==> src/rtl/multicycle_control.sv <==
// Main control FSM for the multicycle RISC-V core. It sequences fetch,
// decode, execute, memory and write-back, and drives the ALU-control
// and datapath strobes.
module multicycle_control (
  input  logic        clk,
  input  logic        reset,
  input  logic [31:0] instr,
  input  logic        imem_ready,
  input  logic        dmem_ready,
  output logic        imem_req,
  output logic        dmem_read,
  output logic        dmem_write,
  output logic        IRWrite,
  output logic        PCWrite,
  output logic        Branch,
  output logic        ALUSrc,
  output logic        MemtoReg,
  output logic        RegWrite,
  output logic [1:0]  Aluop,
  output logic [3:0]  funct,
  output logic        illegal,
  output logic        retire,
  output logic [2:0]  state
);

  localparam int unsigned OP_W    = 7;
  localparam int unsigned F3_W    = 3;
  localparam int unsigned STATE_W = 3;

  localparam logic [OP_W-1:0] OP_R    = 7'b0110011;
  localparam logic [OP_W-1:0] OP_I    = 7'b0010011;
  localparam logic [OP_W-1:0] OP_LOAD = 7'b0000011;
  localparam logic [OP_W-1:0] OP_STOR = 7'b0100011;
  localparam logic [OP_W-1:0] OP_BEQ  = 7'b1100011;

  localparam logic [1:0] ALU_ADD   = 2'b00;
  localparam logic [1:0] ALU_SUB   = 2'b01;
  localparam logic [1:0] ALU_FUNCT = 2'b10;

  typedef enum logic [STATE_W-1:0] {
    FETCH   = 3'd0,
    DECODE  = 3'd1,
    EXEC    = 3'd2,
    MEM     = 3'd3,
    WB      = 3'd4,
    ILLEGAL = 3'd5
  } state_t;

  state_t          cur_state;
  state_t          next_state;
  logic [OP_W-1:0] op;
  logic [F3_W-1:0] f3;
  logic            f7b5;
  logic            supported;

  // Instruction bits this controller never looks at (registers, immediates).
  logic unused_instr;
  assign unused_instr = ^{instr[31], instr[29:15], instr[11:7]};

  // State register with synchronous active-low reset.
  always_ff @(posedge clk) begin
    if (!reset) begin
      cur_state <= FETCH;
    end else begin
      cur_state <= next_state;
    end
  end

  // Opcode/funct latches, loaded on the accepted fetch cycle.
  always_ff @(posedge clk) begin
    if (!reset) begin
      op   <= '0;
      f3   <= '0;
      f7b5 <= 1'b0;
    end else if (cur_state == FETCH && imem_ready) begin
      op   <= instr[6:0];
      f3   <= instr[14:12];
      f7b5 <= instr[30];
    end
  end

  assign supported = (op == OP_R) || (op == OP_I) || (op == OP_LOAD) ||
                     (op == OP_STOR) || (op == OP_BEQ);

  // Next-state logic.
  always_comb begin
    next_state = cur_state;
    unique case (cur_state)
      FETCH:   if (imem_ready) next_state = DECODE;
      DECODE:  next_state = supported ? EXEC : ILLEGAL;
      EXEC: begin
        if (op == OP_R || op == OP_I)            next_state = WB;
        else if (op == OP_LOAD || op == OP_STOR) next_state = MEM;
        else                                     next_state = FETCH;
      end
      MEM: begin
        if (dmem_ready) next_state = (op == OP_LOAD) ? WB : FETCH;
      end
      WB:      next_state = FETCH;
      ILLEGAL: next_state = FETCH;
      default: next_state = FETCH;
    endcase
  end

  // Output decode: Moore on state and latches, fetch strobes Mealy on imem_ready.
  always_comb begin
    imem_req   = 1'b0;
    dmem_read  = 1'b0;
    dmem_write = 1'b0;
    IRWrite    = 1'b0;
    PCWrite    = 1'b0;
    Branch     = 1'b0;
    ALUSrc     = 1'b0;
    MemtoReg   = 1'b0;
    RegWrite   = 1'b0;
    Aluop      = ALU_ADD;
    illegal    = 1'b0;
    retire     = 1'b0;

    if (op == OP_R)      funct = {f7b5, f3};
    else if (op == OP_I) funct = {1'b0, f3};
    else                 funct = 4'b0000;

    unique case (cur_state)
      FETCH: begin
        imem_req = 1'b1;
        IRWrite  = imem_ready;
        PCWrite  = imem_ready;
      end
      DECODE: begin
      end
      EXEC: begin
        if (op == OP_R) begin
          Aluop = ALU_FUNCT;
        end else if (op == OP_I) begin
          Aluop  = ALU_FUNCT;
          ALUSrc = 1'b1;
        end else if (op == OP_LOAD || op == OP_STOR) begin
          ALUSrc = 1'b1;
        end else if (op == OP_BEQ) begin
          Aluop  = ALU_SUB;
          Branch = 1'b1;
          retire = 1'b1;
        end
      end
      MEM: begin
        dmem_read  = (op == OP_LOAD);
        dmem_write = (op == OP_STOR);
        retire     = (op == OP_STOR) && dmem_ready;
      end
      WB: begin
        RegWrite = 1'b1;
        MemtoReg = (op == OP_LOAD);
        retire   = 1'b1;
      end
      ILLEGAL: illegal = 1'b1;
      default: begin
      end
    endcase
  end

  assign state = STATE_W'(cur_state);

endmodule

==> config.mk <==
export PLATFORM = sky130hd
export DESIGN_NAME = multicycle_control
export DESIGN_NICKNAME = d
export VERILOG_FILES = /design/src/rtl/multicycle_control.sv
export SDC_FILE = /design/constraint.sdc
export NUM_CORES = 1
export LEC_CHECK = 0
export CAP_MARGIN = 20
export CORE_MARGIN = 5
export CORE_UTILIZATION = 33
export DETAILED_ROUTE_END_ITERATION = 10
export GPL_TIMING_DRIVEN = 0
export PLACE_DENSITY = 0.78
export SLEW_MARGIN = 30
export SYNTH_ARGS = -nofsm -noshare
export SYNTH_HDL_FRONTEND = slang
export SYNTH_SLANG_ARGS = --single-unit
==> constraint.sdc <==
create_clock -name clk -period 1.8 [get_ports clk]
set_input_delay 0.36 -clock clk [delete_from_list [all_inputs] [get_ports clk]]
set_output_delay 0.36 -clock clk [all_outputs]
set_load 0.02 [all_outputs]
* Word-level counts from Yosys, hierarchy flattened
Index checks and enable logic that the tools add are counted. Widths: inputs -> output; s select.
Storage, ports and cells: register bits after elaboration 14, input port bits 36, logic and storage cells 56, output and inout bits 20
Cells by class: reduce and logical (&&, ||, !) cells 9, equality and inequality tests 12, multiplexer cells 31
Operator list (count):
- $mux 1 | 18
- $mux 3 | 6
- $eq 7x6->1 const B | 2
- $pmux 3 s4 | 1
- $mux 2 | 4
- $eq 7x2->1 const B | 1
- $eq 7x5->1 const B | 1
- $eq 7x7->1 const B | 1
- $eq 3x2->1 const B | 2
- $eq 3x3->1 const B | 2
- $logic_or 1x1->1 | 5
- $mux 4 | 1
- $ne 2x2->1 const B | 2
- $eq 3x1->1 const B | 1
- $logic_not 3->1 | 1
- $pmux 1 s3 | 1
- $logic_and 1x1->1 | 2
- $reduce_and 2->1 | 1

* Logic depth before layout (Yosys ltp)
word-level depth 7, depth in mapped cells 6, mapped depth without buffers 5

* Least setup slack after synthesis
No wires, ideal clock.
kind register to output, start register op[3], end output port retire, buffers on the path 0, slack -353 ps, arrival time 1793 ps, cell stages (with the launch flop) 5, data required time 1440 ps, path through dfxtp_1 > nand4bb_4 > or3_1 > nor3_1 > a311o_1
Between the ends: cells in the longest elaborated chain, start to end 6, elaborated cells between the ends (all ways) 12, those cells by class eq/ne: 5; mux: 5; reduce/logical: 2
RTL lines:
- start: declaration | RTL line 51 | logic [OP_W-1:0] op;
- start signal: assignment | RTL line 76 | op <= instr[6:0];
- $eq 7x7->1 (tied with other cells) | RTL line 140 | end else if (op == OP_BEQ) begin
- $mux 1 or $logic_or 1x1->1 (tied branches) | RTL line 140, 138
- $mux 1 | RTL line 138 | end else if (op == OP_LOAD || op == OP_STOR) begin
- $mux 1 | RTL line 135 | end else if (op == OP_I) begin
- $mux 1 | RTL line 133 | if (op == OP_R) begin
- $pmux 1 s3 * | RTL line 124 | unique case (cur_state)
- end: declaration | RTL line 22 | output logic retire,
Every way passes the cells marked *; elsewhere a longest branch is shown, timed or not.

* Final worst setup path
start register op[2], end output port dmem_read
Between the ends: cells in the longest elaborated chain, start to end 2
RTL lines:
- $eq 7x2->1 | RTL line 147 | dmem_read = (op == OP_LOAD);
- $mux 1 | RTL line 124
- end: declaration | RTL line 11 | output logic dmem_read,
No other way between the ends.

==> flow_summary.toml <==
[placement]
gp_congestion = 0.779
io_buffers = 34
place.detailed.instances = 160
hpwl_mm = 1.60
placed_area_um2 = 1160

[grt]
gr-usage-all-layers = 0.139
grt_remaining_overflow = 0
grt_pass1_wl_mm = 3.66
grt_max_degree = 12
grt_antenna_before_repair = 0
first_global_vias = 859

[clocking]
clock-sinks = 14
path_clk_slew_ps = 90
cts_max_path_buffers = 2
cts_buffers = 3
clock_latency_ps = 290
ctsHoldBuffers = 0
root_buffer = "clkbuf_4"
cts_tree = "built"
htree_levels = 1

[worst_setup_path]
critPathMostFrequentCell = "or3_4"
cp_slowest_cell = "or3_4"
path_cells = "nand4bb_4 > or3_4 > or3_4 > inv_2 > buf_6"
path_delay_family = "simple AND/OR/NAND/NOR gates"
critPathBufInv = 2
cp-end-kind = "primary output"
crit_required_ps = 1440
start_kind = "register"
critical-path-max-stage-delay_ps = 360
path_class = "register to primary output"
crit_fanout = 2
arrival_ps = 1710

[detailed_routing]
wl_per_cell_um = 13.6
dr_total_vias = 891
first_pass_iters = 4
drcViolationCount = 0
wirelength_mm = 2.43
drt_iter0_drc = 1
ant_nets = 0
viasPerCell = 4.98

[pwr]
power.net_switching_mw = 0.229
clkPwrFrac = 0.299
seqPwrFrac = 0.451
power_frac_comb = 0.249
p_int_mw = 0.566
cellPowerDensity_nw_per_um2 = 560
p_leak_nw = 0.595
ir_drop_mv = 0.501
p_sw_frac = 0.288

[sta]
finalClockSkew_ps = 2.45
period_needed_ps = 2070
rsz0062_at_grt = "yes"
setup_ws_ps = -269
fin_tns_setup_ps = -1670
post-route-period-util = 1.15
fin_hold_ws_ps = 473
tightest_slew_ps = 421
fmax_mhz = 483
slew_headroom = 0.720
drv_slew = 0
setup_viol = 11
hold_viol = 0

[finish]
seq_area_um2 = 293
fin_nets = 188
area_growth_pct = 86.2
final.fill_count = 193
final_cell_area_um2 = 1420
multi_input_area_um2 = 541
final_cells = 179
layout-drive-gt1-share = 0.430
insertedDiodeCount = 0

[synthesis]
ys_seq_elements = 14
netlist_area_um2 = 762
syn_nets = 134
ys_seq_area_frac = 0.368
avgSynthCellArea_um2 = 7.78
yosysWarnings = 0
synth.distinct_cells = 26
syn_inst = 98

[min_path]
hold_path.class = "register to register"

[floorplan]
die_area_um2 = 3370
initial_utilization = 0.344
die_h_um = 58.1
core-area_um2 = 2210
num_rows = 17
io_pins = 56
die_x_um = 58.1

[status]
violations = "setup timing"
status = "complete, but fails checks"

[flow_run]
maxCapViolCount = 0
## power groups by stage
stage	Combinational [mW]	Clock, mW	Sequential [mW]
final	0.198	0.238	0.359
after floorplan	0.0815	0	0.359
after global routing	0.216	0.254	0.362
after detailed placement	0.156	0	0.361
after global placement	0.153	0	0.360
after CTS	0.172	0.239	0.354
## layout make-up
| cell class | count | share of cell area |
|---|---|---|
| Timing Repair Buffer | 49 | 0.317 |
| Buffer | 5 | 0.0291 |
| Multi-Input combinational cell | 73 | 0.381 |
| Sequential cell | 14 | 0.206 |
| Inverter | 6 | 0.0159 |
| Tap cell | 28 | 0.0247 |
| Clock buffer | 4 | 0.0256 |
## sequential cells by signal, indices dropped and copies added, names as in the netlist
register  cells
f3            3
f7b5          1
op            7
state         3
## worst reg2reg max path: stages, from the launching register on
cell	delay, ps
dfxtp_4	360
buf_6	130
nor3_4	190
nand2_2	90
buf_4	130
buf_4	120
clkbuf_1	210
nand2_1	130
a21boi_0	80
## stage by stage
step                 util  power, mW  worst slack (ps)
floorplan               -      0.441             -73.8
global placement    0.524      0.513              -533
detailed placement  0.524      0.518              -528
CTS                 0.575      0.765              -322
global route        0.641      0.832              -322
finish              0.641      0.795              -269
## cells in the final DEF (no fill, tap or decap), types with 2 or more instances in the layout
master,n
buf_4,17
buf_6,14
a21boi_0,12
nor3_4,3
or3_4,2
and3_4,3
nor3b_1,2
clkbuf_4,3
nor2b_4,2
dfxtp_4,2
nor2b_1,2
nand2_1,27
clkdlybuf4s50_1,17
dfxtp_1,8
buf_2,2
dfxtp_2,4
a31oi_1,2
inv_1,3
clkbuf_1,2
and3_1,2
inv_2,3
## cell usage after synthesis (all sizes together)
library cell,n,share of area
a21boi,12,0.12
inv,6,0.030
and4bb,1,0.016
a21oi,1,0.0066
o21ai,1,0.0066
and4,1,0.011
nor2b,4,0.033
and3b,1,0.011
clkbuf,2,0.0099
nand2,28,0.14
and3,5,0.041
a311o,1,0.013
nand2b,1,0.0082
nor2,2,0.0099
a31oi,2,0.016
o211ai,1,0.0099
dfxtp,14,0.37
nand3,1,0.0066
or3,3,0.025
nor4b,1,0.011
or2,1,0.0082
nor3,3,0.020
nand4bb,1,0.036
nor3b,2,0.020
buf,3,0.026
## cell families after synthesis
group                  synth area share
AOI/OAI and AO/OA                 0.171
DFF                               0.368
and+or+nand+nor                   0.396
buffers and inverters            0.0657
## final timing paths
path	from	to	slack, ps	cells past startpoint
setup / recovery	op[2]	dmem_read	-270	5
hold / removal	f3[1]	f3[1]	470	2
setup reg to reg	state[1]	op[1]	260	8
hold reg to reg	f3[1]	f3[1]	470	2
## timing repair
action                                  4_1_cts  5_1_grt
pin swaps                                     4        8
buffers inserted                              5       10
gates resized for setup                      79       42
endpoints found under the setup margin       18       15
hold endpoints to repair                      0        0
## per-layer routing
metal  track usage  wire length (um)  up-vias
met5             0                 0        -
met4        0.0629                38        0
met3        0.0423               163        6
met2         0.245              1260       28
met1         0.152               966      420
li1              -                 -      437
Note: power is estimated with default switching activity, not from simulation.
